<file path="config.mk">
export PLATFORM = sky130hd
export DESIGN_NAME = wasm_frame_ctrl
export DESIGN_NICKNAME = d
export VERILOG_FILES = /design/src/rtl/wasm_frame_ctrl.sv
export SDC_FILE = /design/constraint.sdc
export NUM_CORES = 1
export LEC_CHECK = 0
export BUFFER_PORTS_ARGS = -buffer_cell sky130_fd_sc_hd__buf_2
export CAP_MARGIN = 20
export CORE_MARGIN = 1
export CORE_UTILIZATION = 35
export CTS_CLUSTER_DIAMETER = 100
export DETAILED_ROUTE_END_ITERATION = 8
export PLACE_DENSITY = 0.54
export SYNTH_ARGS = -nofsm -noshare
export SYNTH_HDL_FRONTEND = slang
export SYNTH_SLANG_ARGS = --single-unit
</file>
<file path="constraint.sdc">
create_clock -name clk -period 8.3 [get_ports clk]
set_clock_uncertainty 0.05 [all_clocks]
set_input_delay 1.66 -clock clk [delete_from_list [all_inputs] [get_ports clk]]
set_output_delay 1.66 -clock clk [all_outputs]
set_load 0.01 [all_outputs]
</file>
<file path="src/rtl/wasm_frame_ctrl.sv">
// Call/return frame controller: frame-record LIFO plus operand-stack sequencing for WASM calls/returns.
// Latency: call done at 2+locals (2 with no locals or no zeroing); return done at 2+results (3 with none).
// Backpressure: cmd_rdy only in IDLE; stk_exceed_push during zero-fill faults instead of stalling.
module wasm_frame_ctrl #(
    parameter int ST_WIDTH         = 32,
    parameter int ST_LOG2_DEPTH    = 8,
    parameter int FRAME_LOG2_DEPTH = 4,
    parameter int PC_WIDTH         = 16,
    parameter bit ZERO_LOCALS      = 1
) (
    input  logic                          clk,
    input  logic                          rst,
    input  logic                          cmd_vld,
    output logic                          cmd_rdy,
    input  logic                          cmd_is_ret,
    input  logic [3:0]                    call_param_num,
    input  logic [7:0]                    call_local_num,
    input  logic [1:0]                    call_result_num,
    input  logic [PC_WIDTH-1:0]           call_ret_pc,
    input  logic [PC_WIDTH-1:0]           call_target_pc,
    input  logic [ST_LOG2_DEPTH:0]        stk_top_pointer,
    input  logic [ST_WIDTH-1:0]           stk_pop_window_a,
    input  logic [ST_WIDTH-1:0]           stk_pop_window_b,
    input  logic [ST_WIDTH-1:0]           stk_pop_window_c,
    input  logic                          stk_exceed_push,
    output logic                          stk_shift_vld,
    output logic                          stk_push_num,
    output logic [ST_WIDTH-1:0]           stk_push_data,
    output logic                          stk_call,
    output logic [7:0]                    stk_alloc_size,
    output logic                          stk_retu,
    output logic [ST_LOG2_DEPTH-1:0]      stk_tag,
    output logic [ST_LOG2_DEPTH:0]        frame_base,
    output logic [FRAME_LOG2_DEPTH:0]     frame_cnt,
    output logic                          busy,
    output logic                          done_vld,
    output logic [PC_WIDTH-1:0]           done_pc,
    output logic                          fault,
    output logic [2:0]                    fault_code
);
    localparam int TW = ST_LOG2_DEPTH + 1;
    localparam int FL = FRAME_LOG2_DEPTH;
    localparam int FW = FRAME_LOG2_DEPTH + 1;
    localparam int FD = 2 ** FRAME_LOG2_DEPTH;
    localparam logic [FW-1:0] FRAME_FULL = FW'(FD);
    localparam logic [TW-1:0] ST_DEPTH   = TW'(2 ** ST_LOG2_DEPTH);

    typedef enum logic [2:0] {
        S_IDLE, S_CALL, S_ZERO, S_RET_CAP, S_RET_CUT, S_RET_PUSH, S_DONE, S_FAULT
    } state_t;

    state_t                 r_state, w_next;

    // Registered command
    logic                   r_is_ret;
    logic [3:0]             r_param;
    logic [7:0]             r_local;
    logic [1:0]             r_result;
    logic [PC_WIDTH-1:0]    r_ret_pc;
    logic [PC_WIDTH-1:0]    r_target_pc;
    logic [7:0]             r_cnt;

    // Frame state and LIFO of records
    logic [TW-1:0]          r_frame_base;
    logic [FW-1:0]          r_frame_cnt;
    logic [PC_WIDTH-1:0]    r_lifo_pc   [FD];
    logic [1:0]             r_lifo_res  [FD];
    logic [TW-1:0]          r_lifo_base [FD];

    // Record popped at RET_CAP, kept until return DONE
    logic [PC_WIDTH-1:0]    r_rec_pc;
    logic [1:0]             r_rec_res;
    logic [TW-1:0]          r_rec_base;
    logic [ST_WIDTH-1:0]    r_win_a, r_win_b, r_win_c;
    logic [2:0]             r_fault_code;

    logic [FL-1:0]          w_top_idx;
    logic [TW-1:0]          w_call_base;
    logic [TW-1:0]          w_call_need;
    logic [TW-1:0]          w_ret_need;
    logic                   w_rec_push;
    logic                   w_rec_pop;
    logic                   w_fault_set;
    logic [2:0]             w_fault_code;

    assign w_top_idx   = FL'(r_frame_cnt - FW'(1));
    assign w_call_base = stk_top_pointer - TW'(r_param);
    assign w_call_need = r_frame_base + TW'(r_param);
    assign w_ret_need  = r_frame_base + TW'(r_lifo_res[w_top_idx]);

    assign cmd_rdy    = (r_state == S_IDLE) && !rst;
    assign busy       = (r_state != S_IDLE);
    assign fault      = (r_state == S_FAULT);
    assign fault_code = r_fault_code;
    assign frame_base = r_frame_base;
    assign frame_cnt  = r_frame_cnt;

    // State register
    always_ff @(posedge clk) begin
        if (rst) r_state <= S_IDLE;
        else     r_state <= w_next;
    end

    // Next state, stack strobes and completion outputs
    always_comb begin
        w_next         = r_state;
        stk_shift_vld  = 1'b0;
        stk_push_num   = 1'b0;
        stk_push_data  = '0;
        stk_call       = 1'b0;
        stk_alloc_size = '0;
        stk_retu       = 1'b0;
        stk_tag        = '0;
        done_vld       = 1'b0;
        done_pc        = '0;
        w_rec_push     = 1'b0;
        w_rec_pop      = 1'b0;
        w_fault_set    = 1'b0;
        w_fault_code   = '0;
        case (r_state)
            S_IDLE: begin
                if (cmd_vld) w_next = cmd_is_ret ? S_RET_CAP : S_CALL;
            end
            S_CALL: begin
                if (r_frame_cnt == FRAME_FULL) begin
                    w_fault_set = 1'b1; w_fault_code = 3'd1; w_next = S_FAULT;
                end else if (stk_top_pointer < w_call_need) begin
                    w_fault_set = 1'b1; w_fault_code = 3'd3; w_next = S_FAULT;
                end else if (w_call_base >= ST_DEPTH) begin
                    w_fault_set = 1'b1; w_fault_code = 3'd4; w_next = S_FAULT;
                end else begin
                    w_rec_push = 1'b1;
                    if (r_local == 8'd0) begin
                        w_next = S_DONE;
                    end else if (ZERO_LOCALS) begin
                        w_next = S_ZERO;
                    end else begin
                        stk_shift_vld  = 1'b1;
                        stk_call       = 1'b1;
                        stk_alloc_size = r_local;
                        w_next         = S_DONE;
                    end
                end
            end
            S_ZERO: begin
                if (stk_exceed_push) begin
                    w_fault_set = 1'b1; w_fault_code = 3'd4; w_next = S_FAULT;
                end else begin
                    stk_shift_vld = 1'b1;
                    stk_push_num  = 1'b1;
                    if (r_cnt == r_local - 8'd1) w_next = S_DONE;
                end
            end
            S_RET_CAP: begin
                if (r_frame_cnt == '0) begin
                    w_fault_set = 1'b1; w_fault_code = 3'd2; w_next = S_FAULT;
                end else if (stk_top_pointer < w_ret_need) begin
                    w_fault_set = 1'b1; w_fault_code = 3'd5; w_next = S_FAULT;
                end else begin
                    w_rec_pop = 1'b1;
                    w_next    = S_RET_CUT;
                end
            end
            S_RET_CUT: begin
                // Cut to the frame base and, in the same strobe, push the deepest result
                stk_shift_vld = 1'b1;
                stk_retu      = 1'b1;
                stk_tag       = r_frame_base[ST_LOG2_DEPTH-1:0];
                stk_push_num  = (r_rec_res != 2'd0);
                case (r_rec_res)
                    2'd3:    stk_push_data = r_win_c;
                    2'd2:    stk_push_data = r_win_b;
                    2'd1:    stk_push_data = r_win_a;
                    default: stk_push_data = '0;
                endcase
                w_next = (r_rec_res > 2'd1) ? S_RET_PUSH : S_DONE;
            end
            S_RET_PUSH: begin
                // r_cnt = results still to push; window a is always the last one
                stk_shift_vld = 1'b1;
                stk_push_num  = 1'b1;
                stk_push_data = (r_cnt == 8'd2) ? r_win_b : r_win_a;
                if (r_cnt == 8'd1) w_next = S_DONE;
            end
            S_DONE: begin
                done_vld = 1'b1;
                done_pc  = r_is_ret ? r_rec_pc : r_target_pc;
                w_next   = S_IDLE;
            end
            S_FAULT: begin
                w_next = S_FAULT;
            end
            default: w_next = S_IDLE;
        endcase
    end

    // Command capture, frame LIFO, counters and fault cause
    always_ff @(posedge clk) begin
        if (rst) begin
            r_is_ret     <= 1'b0;
            r_param      <= '0;
            r_local      <= '0;
            r_result     <= '0;
            r_ret_pc     <= '0;
            r_target_pc  <= '0;
            r_cnt        <= '0;
            r_frame_base <= '0;
            r_frame_cnt  <= '0;
            r_rec_pc     <= '0;
            r_rec_res    <= '0;
            r_rec_base   <= '0;
            r_win_a      <= '0;
            r_win_b      <= '0;
            r_win_c      <= '0;
            r_fault_code <= '0;
            for (int i = 0; i < FD; i++) begin
                r_lifo_pc[i]   <= '0;
                r_lifo_res[i]  <= '0;
                r_lifo_base[i] <= '0;
            end
        end else begin
            case (r_state)
                S_IDLE: begin
                    if (cmd_vld) begin
                        r_is_ret    <= cmd_is_ret;
                        r_param     <= call_param_num;
                        r_local     <= call_local_num;
                        r_result    <= call_result_num;
                        r_ret_pc    <= call_ret_pc;
                        r_target_pc <= call_target_pc;
                        r_cnt       <= '0;
                    end
                end
                S_CALL: begin
                    if (w_rec_push) begin
                        r_lifo_pc[r_frame_cnt[FL-1:0]]   <= r_ret_pc;
                        r_lifo_res[r_frame_cnt[FL-1:0]]  <= r_result;
                        r_lifo_base[r_frame_cnt[FL-1:0]] <= r_frame_base;
                        r_frame_cnt  <= r_frame_cnt + FW'(1);
                        r_frame_base <= w_call_base;
                    end
                end
                S_ZERO: begin
                    if (stk_push_num) r_cnt <= r_cnt + 8'd1;
                end
                S_RET_CAP: begin
                    if (w_rec_pop) begin
                        r_rec_pc    <= r_lifo_pc[w_top_idx];
                        r_rec_res   <= r_lifo_res[w_top_idx];
                        r_rec_base  <= r_lifo_base[w_top_idx];
                        r_win_a     <= stk_pop_window_a;
                        r_win_b     <= stk_pop_window_b;
                        r_win_c     <= stk_pop_window_c;
                        r_frame_cnt <= r_frame_cnt - FW'(1);
                    end
                end
                S_RET_CUT:  r_cnt <= 8'(r_rec_res) - 8'd1;
                S_RET_PUSH: r_cnt <= r_cnt - 8'd1;
                S_DONE: begin
                    if (r_is_ret) r_frame_base <= r_rec_base;
                end
                default: ;
            endcase
            if (w_fault_set) r_fault_code <= w_fault_code;
        end
    end
endmodule

</file>
==> metrics.md, run 1 <==
| Metric | Value |
|---|---|
| DRC viols | `0` |
| Die ar. | `84,000 um2` |
| Setup crit end kind | `flop` |
| Maxcap violations | `0` |
| Die X | `290 um` |
| Placed Instances | `3,735` |
| # rows | `105` |
| Distinct cells, synth | `65` |
| Seq pwr share | `41.8%` |
| Period minus WS final | `6.09 ns` |
| Fraction of registers with async set or reset after synthesis | `0%` |
| Critical path cell sequence | `inv_1, ha_4, buf_4, mux4_2, mux4_2, fa_1, nand3_1, nor2_1, xnor2_1, ha_1, a21oi_1, o21ai_0, inv_1, a21boi_4, buf_4, nand2_1, a21oi_1` |
| Initial antenna violation count | `4` |
| Mux contribution to synthesized area | `12.5%` |
| Proportion of layout cells with a drive suffix above 1 | `19.8%` |
| Slew headroom | `23.8%` |
| GRT met1 Usage | `28.8%` |
| Avg Vias per Cell | `5.53` |
| Synth area leader | `edfxtp_1` |
| DR vias | `21,400` |
| NetSw | `2.69 mW` |
| Global route hottest layer | `met2` |
| CORE AREA | `82,000 um2` |
| Max incr delay on CP | `0.69 ns` |
| Setup_tns | `0 ns` |
| Comb pwr share | `22.2%` |
| Critical path's slowest cell | `a21boi_4` |
| Register area share after synthesis | `58.4%` |
| Clk pin slew, worst setup/hold paths | `0.06 ns` |
| GR Overflow Total | `0` |
| Synth Register Bits | `630` |
| Nets | `2,938` |
| Worst path bufs/invs | `4` |
| Clock Latency Late Sink | `0.62 ns` |
| Yosys warnings | `0` |
| Vias in the first global route | `21,700` |
| Synth Flop Type | `edfxtp_1` |
| Height of the die | `290 um` |
| CP arrival | `6.56 ns` |
| Sink Count | `630` |
| Post-Synth Simple-Gate Area | `15.0%` |
| CTS tree | `built` |
| Wire length per cell | `23.7 um` |
| RSZ-0062 raised after global routing | `no` |
| Worst IR Drop VDD | `0.182 mV` |
| Fmax | `0.164 GHz` |
| Post-synthesis xor/xnor area fraction | `0.997%` |
| Placer Congestion | `0.845` |
| First-pass GRT wire length | `137 mm` |
| Post-Synthesis Cells | `2,585` |
| Reg area | `16,900 um2` |
| Sw Ratio | `30.6%` |
| Buffer depth of the longest clock path | `3` |
| Overall fraction of global-route tracks in use | `21.3%` |
| Largest family of logic cells by synthesized area | `simple AND/OR/NAND/NOR gates` |
| Area delta synth->final | `15.7%` |
| Outcome | `finished, final reports clean` |
| Area occupied by multi-input gates | `11,200 um2` |
| Final period util | `73.3%` |
| Final antenna-violating net count | `0` |
| Hold Crit Class | `flop to flop` |
| CTS H-tree depth | `3` |
| Final setup viols | `0` |
| Worst path top cell family by delay | `adder cells` |
| Adder-cell share of the synthesized area | `2.02%` |
| Met3 Track Usage GR | `3.84%` |
| First-pass detailed-route iteration total | `8` |
| Pin count of the biggest net entering global routing | `119` |
| PostCTS Resize Cnt | `0` |
| Crit Path Category | `flop to flop` |
| Slew Viols, Final | `0` |
| Hpwl dp | `55.8 mm` |
| Leakage power | `11.5 nW` |
| # IOs | `245` |
| # port buffers | `235` |
| Clock network fraction of design power | `36.0%` |
| Fin cells | `3,860` |
| Int Pwr | `6.10 mW` |
| Worst Tran Pin Value | `1.14 ns` |
| Top cells by area, synth | `edfxtp_1 (45%), dfxtp_1 (14%), mux4_2 (10%), nand2_1 (6.3%), nor2_1 (6.1%)` |
| Area fraction of the dominant cell type after synthesis | `44.7%` |
| Synth Area in Compound Gates | `7.76%` |
| Final hold vios | `0` |
| Syn avg cell area | `11.2 um2` |
| Routed Wire Length | `91.3 mm` |
| Drt initial violations | `2,344` |
| Fillcell total | `7,798` |
| Post-synth EDFFs | `432` |
| Initial Utilization | `35.4%` |
| CTS Buf Count | `70` |
| Post-CTS setup repair buffer count | `0` |
| Clock root cell | `clkbuf_16` |
| Power per Cell Area | `262 nW/um2` |
| WP data required | `8.77 ns` |
| CP Launch Type | `flop` |
| GR Layer Usage met2 | `35.8%` |
| CP max FO | `33` |
| Cts hold-fix bufs | `0` |
| Cell Area, Synth | `29,000 um2` |
==> per-stage QoR <==
| step | area, um2 | power [mW] | util [%] | hold slack [ns] | setup slack, ns |
|---|---|---|---|---|---|
| 3_3_place_gp | 31200 | 5.66 | 38.1 | 0.392 | 2.39 |
| 4_1_cts | 33500 | 8.85 | 40.9 | 0.405 | 2.23 |
| 2_1_floorplan | 29000 | 4.95 | - | 0.383 | 2.40 |
| 3_5_place_dp | 31200 | 5.69 | 38.1 | 0.397 | 2.24 |
| 6_report | 33500 | 8.79 | 40.9 | 0.405 | 2.21 |
| 5_1_grt | 33500 | 9.11 | 40.9 | 0.424 | 1.92 |
==> registers in the layout, indices dropped and copies added (netlist names), 8 cells and up <==
register	cells
r_rec_base	9
r_cnt	8
frame_base	9
r_win_a	32
r_ret_pc	16
r_lifo_res	32
r_local	8
r_win_c	32
r_target_pc	16
r_lifo_base	144
r_rec_pc	16
r_lifo_pc	256
r_win_b	32
==> path summary, 6_finish.rpt <==
kind | slack (ns) | depth (start not counted) | startpoint | to
setup reg to reg | 2.21 | 17 | frame_cnt[1] | r_win_b[28]
hold / removal | 0.40 | 2 | r_win_c[10] | r_win_c[10]
hold reg to reg | 0.40 | 2 | r_win_c[10] | r_win_c[10]
setup / recovery | 2.21 | 17 | frame_cnt[1] | r_win_b[28]
==> layer usage <==
metal / routed length (um) / vias up
li1: - / 9542
met1: 38300 / 10700
met2: 43900 / 952
met3: 7630 / 111
met4: 1390 / 2
met5: 13 / -
==> cells by family after synthesis <==
group	Yosys count
simple gates	1079
flops	630
compound gates	368
buf+inv	237
mux	192
fa+ha+maj	45
xor+xnor	33
other cells	1
==> layout by cell type (no fill, tap or decap), drive strengths merged, types with 4 or more instances in the layout <==
cell	n
xnor2	23
nand2b	8
a31oi	4
nand2	487
nor2b	8
nand3	17
nand4	5
clkbuf	88
clkinv	19
mux4	135
nor3	13
xor2	10
ha	42
a222oi	33
conb	9
buf	285
or3	6
mux2i	56
edfxtp	432
nor2	475
a211oi	6
a21oi	206
o31ai	4
inv	29
o22ai	34
bufinv	7
dfxtp	198
clkinvlp	4
o21ai	28
nor4	5
a21o	20
and3	38
==> synth_stat cells (13+ instances only) <==
cell type	count
ha_1	42
a222oi_1	33
and3_1	38
o22ai_1	34
buf_1	17
nand3_1	16
mux4_2	135
xnor2_1	23
buf_2	18
a21o_1	20
o21ai_0	28
clkbuf_1	165
dfxtp_1	198
a21oi_1	206
nand2_1	486
inv_1	24
nor2_1	475
mux2i_1	56
nor3_1	13
edfxtp_1	432
==> worst reg2reg max path: stages (launching register included) <==
cell and delay (ns):
dfxtp_1 0.47, inv_1 0.18, ha_4 0.68, buf_4 0.60
mux4_2 0.43, mux4_2 0.60, fa_1 0.46, nand3_1 0.16
nor2_1 0.07, xnor2_1 0.12, ha_1 0.32, a21oi_1 0.08
o21ai_0 0.27, inv_1 0.17, a21boi_4 0.69, buf_4 0.42
nand2_1 0.09, a21oi_1 0.14
==> area by class of cell <==
cell class              count  area share, %
flip-flops and latches    630           50.5
inverters                  24          0.269
multi-input cells        1726           33.5
well taps                1070           3.99
clock inverters            35           1.26
diodes                      2         0.0149
repair buffers            285           4.80
clock buffers              88           5.68
==> power by group through the flow <==
stage          registers [mW]  clock network (mW)  logic (mW)
2_1_floorplan            3.64                   0        1.30
3_3_place_gp             3.73                   0        1.94
3_5_place_dp             3.74                   0        1.95
4_1_cts                  3.67                3.22        1.96
5_1_grt                  3.70                3.34        2.08
6_report                 3.67                3.17        1.95
(Power assumes the default switching activity.)
==> run 2, diff against run 1 <==
--- a/config.mk
+++ b/config.mk
@@ -11,7 +11,7 @@
 export CORE_UTILIZATION = 35
 export CTS_CLUSTER_DIAMETER = 100
 export DETAILED_ROUTE_END_ITERATION = 8
-export PLACE_DENSITY = 0.54
+export PLACE_DENSITY = 0.56
 export SYNTH_ARGS = -nofsm -noshare
 export SYNTH_HDL_FRONTEND = slang
 export SYNTH_SLANG_ARGS = --single-unit
==> constraint.sdc (replaced) <==
create_clock -name clk -period 5.1 [get_ports clk]
set_clock_uncertainty 0.05 [all_clocks]
set_input_delay 1.02 -clock clk [delete_from_list [all_inputs] [get_ports clk]]
set_output_delay 1.02 -clock clk [all_outputs]
set_load 0.01 [all_outputs]
==> metrics.md, run 2 (same netlist as run 1, synthesis figures left out) <==
| Metric | Value |
|---|---|
| Outcome | `finished, final reports clean` |
| Nets | `2,973 (+1.2%)` |
| Pin count of the biggest net entering global routing | `124 (+4.2%)` |
| Overall fraction of global-route tracks in use | `20.5% (-0.85 points)` |
| Initial antenna violation count | `3 (-1)` |
| Wire length per cell | `22.4 um (-5.3%)` |
| R2r setup slk | `0.24 ns (-1.97 ns)` |
| Routed Wire Length | `87.3 mm (-4.4%)` |
| Setup_tns | `0 ns (unchanged)` |
| Initial Utilization | `35.4% (unchanged)` |
| Worst path bufs/invs | `2 (-2)` |
| Placer Congestion | `0.838 (-0.79%)` |
| Critical path depth in cells | `17 (unchanged)` |
| Buffer depth of the longest clock path | `3 (unchanged)` |
| Power per Cell Area | `424 nW/um2 (+62%)` |
| CP arrival | `5.34 ns (-1.22 ns)` |
| Clk pin slew, worst setup/hold paths | `0.06 ns (about the same)` |
| CORE AREA | `82,000 um2 (unchanged)` |
| Slew headroom | `29.7% (+5.9 points)` |
| Largest Register | `r_lifo_pc` |
| Worst IR Drop VDD | `0.224 mV (+23%)` |
| FF-to-FF End | `frame_cnt[2]` |
| Proportion of layout cells with a drive suffix above 1 | `20.9% (+1.1 points)` |
| Sink Count | `630 (unchanged)` |
| Hpwl dp | `55.4 mm (-0.75%)` |
| Most common cell after layout, fill and taps aside | `nand2_1` |
| CTS tree | `built` |
| CP max FO | `10 (-70%)` |
| RSZ-0062 raised after global routing | `no` |
| DR vias | `21,100 (-1.1%)` |
| Registers with the most flip-flops | `r_lifo_pc x256, r_lifo_base x144` |
| Die X | `290 um (unchanged)` |
| Sw Ratio | `29.6% (-0.98 points)` |
| Vias in the first global route | `21,400 (-1.3%)` |
| Die ar. | `84,000 um2 (unchanged)` |
| Critical path cell sequence | `clkinvlp_4, ha_4, mux4_2, mux4_2, ha_1, fa_1, nand3_1, nor2_1, xnor2_1, ha_1, nand2_1, o21ai_0, inv_1, a211o_4, o31a_1, or3_1, a21oi_1` |
| Slew Viols, Final | `0 (unchanged)` |
| Worst path top cell family by delay | `adder cells` |
| Most frequent cells in the layout | `nand2_1 (485), nor2_1 (473), edfxtp_1 (432)` |
| Final period util | `95.3% (+22 points)` |
| Period minus WS final | `4.86 ns (-1.23 ns)` |
| Largest register FFs | `256 (unchanged)` |
| # rows | `105 (unchanged)` |
| WP data required | `5.58 ns (-3.19 ns)` |
| Clock network fraction of design power | `37.1% (+1.1 points)` |
| Critical path's slowest cell | `mux4_2` |
| GR Overflow Total | `0 (unchanged)` |
| Worst Tran Pin Value | `1.05 ns (-0.0891 ns)` |
| Area delta synth->final | `17.1%` |
| # IOs | `245 (unchanged)` |
| Clock Latency Late Sink | `0.63 ns (about the same)` |
| Finished Core Util | `41.4% (+0.52 points)` |
| DRC viols | `0 (unchanged)` |
| # port buffers | `235 (unchanged)` |
| Leakage power | `11.8 nW (+2.5%)` |
| Height of the die | `290 um (unchanged)` |
| CTS Buf Count | `69 (-1.4%)` |
| First-pass GRT wire length | `131 mm (-4.1%)` |
| ANT cells | `0 (-2)` |
| Comb pwr share | `21.8% (-0.4 points)` |
| Hold Crit Class | `flop to flop` |
| Clock root cell | `clkbuf_16` |
| CP Launch Type | `flop` |
| Fillcell total | `7,759 (-0.50%)` |
| Final setup viols | `0 (unchanged)` |
| Max incr delay on CP | `0.53 ns (-0.16 ns)` |
| Int Pwr | `10.1 mW (+66%)` |
| Seq pwr share | `41.2% (-0.6 points)` |
| Critical path origin | `frame_cnt[0]` |
| Drt initial violations | `1,932 (-18%)` |
| Maxcap violations | `0 (unchanged)` |
| Final antenna-violating net count | `0 (unchanged)` |
| CTS H-tree depth | `3 (unchanged)` |
| Final hold vios | `0 (unchanged)` |
| Crit path capture | `frame_cnt[2]` |
| First-pass detailed-route iteration total | `6 (-2)` |
| R2R cell count | `17 (unchanged)` |
| Setup crit end kind | `flop` |
| NetSw | `4.26 mW (+59%)` |
| Crit Path Category | `flop to flop` |
| Fmax | `0.206 GHz (+25%)` |
| Reg-to-Reg Start | `frame_cnt[0]` |
| Avg Vias per Cell | `5.42 (-2.0%)` |
-- run 2: metal layers --
metal / up-vias / GRT usage, % / routed length, um
met5: - / 0 / 27
met4: 4 / 6.37 / 2050
met3: 140 / 3.94 / 6100
met2: 786 / 35.6 / 43700
met1: 10600 / 25.7 / 35400
li1: 9606 / - / -
-- run 2: power by group through the flow --
stage	sequential [mW]	clock, mW	combinational, mW
2_1_floorplan	5.93	0	2.13
3_3_place_gp	6.03	0	3.10
3_5_place_dp	6.04	0	3.13
4_1_cts	5.94	5.43	3.14
5_1_grt	5.96	5.63	3.37
6_report	5.93	5.34	3.13
-- run 2: area by class of cell --
cell class | count | area (um2) | area share (%)
clock buffer | 89 | 1970 | 5.79
clock inverter | 37 | 473 | 1.39
inverter | 24 | 93.8 | 0.276
multi-input combinational | 1726 | 11200 | 33.1
sequential | 630 | 16900 | 49.9
tap | 1070 | 1340 | 3.94
timing repair buffer | 321 | 1920 | 5.66
-- run 2: tightest hold or removal path, delay by kind of cell (launching register included) --
kind             cells  cell delay [ns]
AO/OA/AOI/OAI        1             0.05
flip-flops           1             0.30
AND/OR/NAND/NOR      1             0.05
-- run 2: metrics by stage --
stage | hold WS (ns) | total power, mW | std cells | cell area [um2] | setup slack, ns
floorplan | 0.383 | 8.06 | 2593 | 29100 | 0.0119
finish | 0.403 | 14.4 | 3897 | 34000 | 0.238
detailed placement | 0.397 | 9.18 | 3768 | 31500 | 0.108
CTS | 0.405 | 14.5 | 3894 | 33900 | 0.0989
global placement | 0.391 | 9.13 | 3768 | 31500 | 0.205
global route | 0.423 | 15.0 | 3897 | 34000 | 0.0283
-- run 2: worst min-delay path by stage --
stage / from / end / cells past startpoint
floorplan: r_rec_base[2] / r_rec_base[2] / 2
global placement: r_win_c[16] / r_win_c[16] / 2
detailed placement: r_win_c[16] / r_win_c[16] / 2
CTS: r_win_c[16] / r_win_c[16] / 2
global route: r_rec_base[3] / r_rec_base[3] / 2
finish: r_rec_base[3] / r_rec_base[3] / 2
-- run 2: what timing repair did --
| item | CTS | global route |
|---|---|---|
| setup endpoints to repair | 0 | 121 |
| hold buffers | 0 | 0 |
| gates resized for setup | 0 | 3 |
| endpoints found under the hold margin | 0 | 0 |
| setup buffers | 0 | 3 |
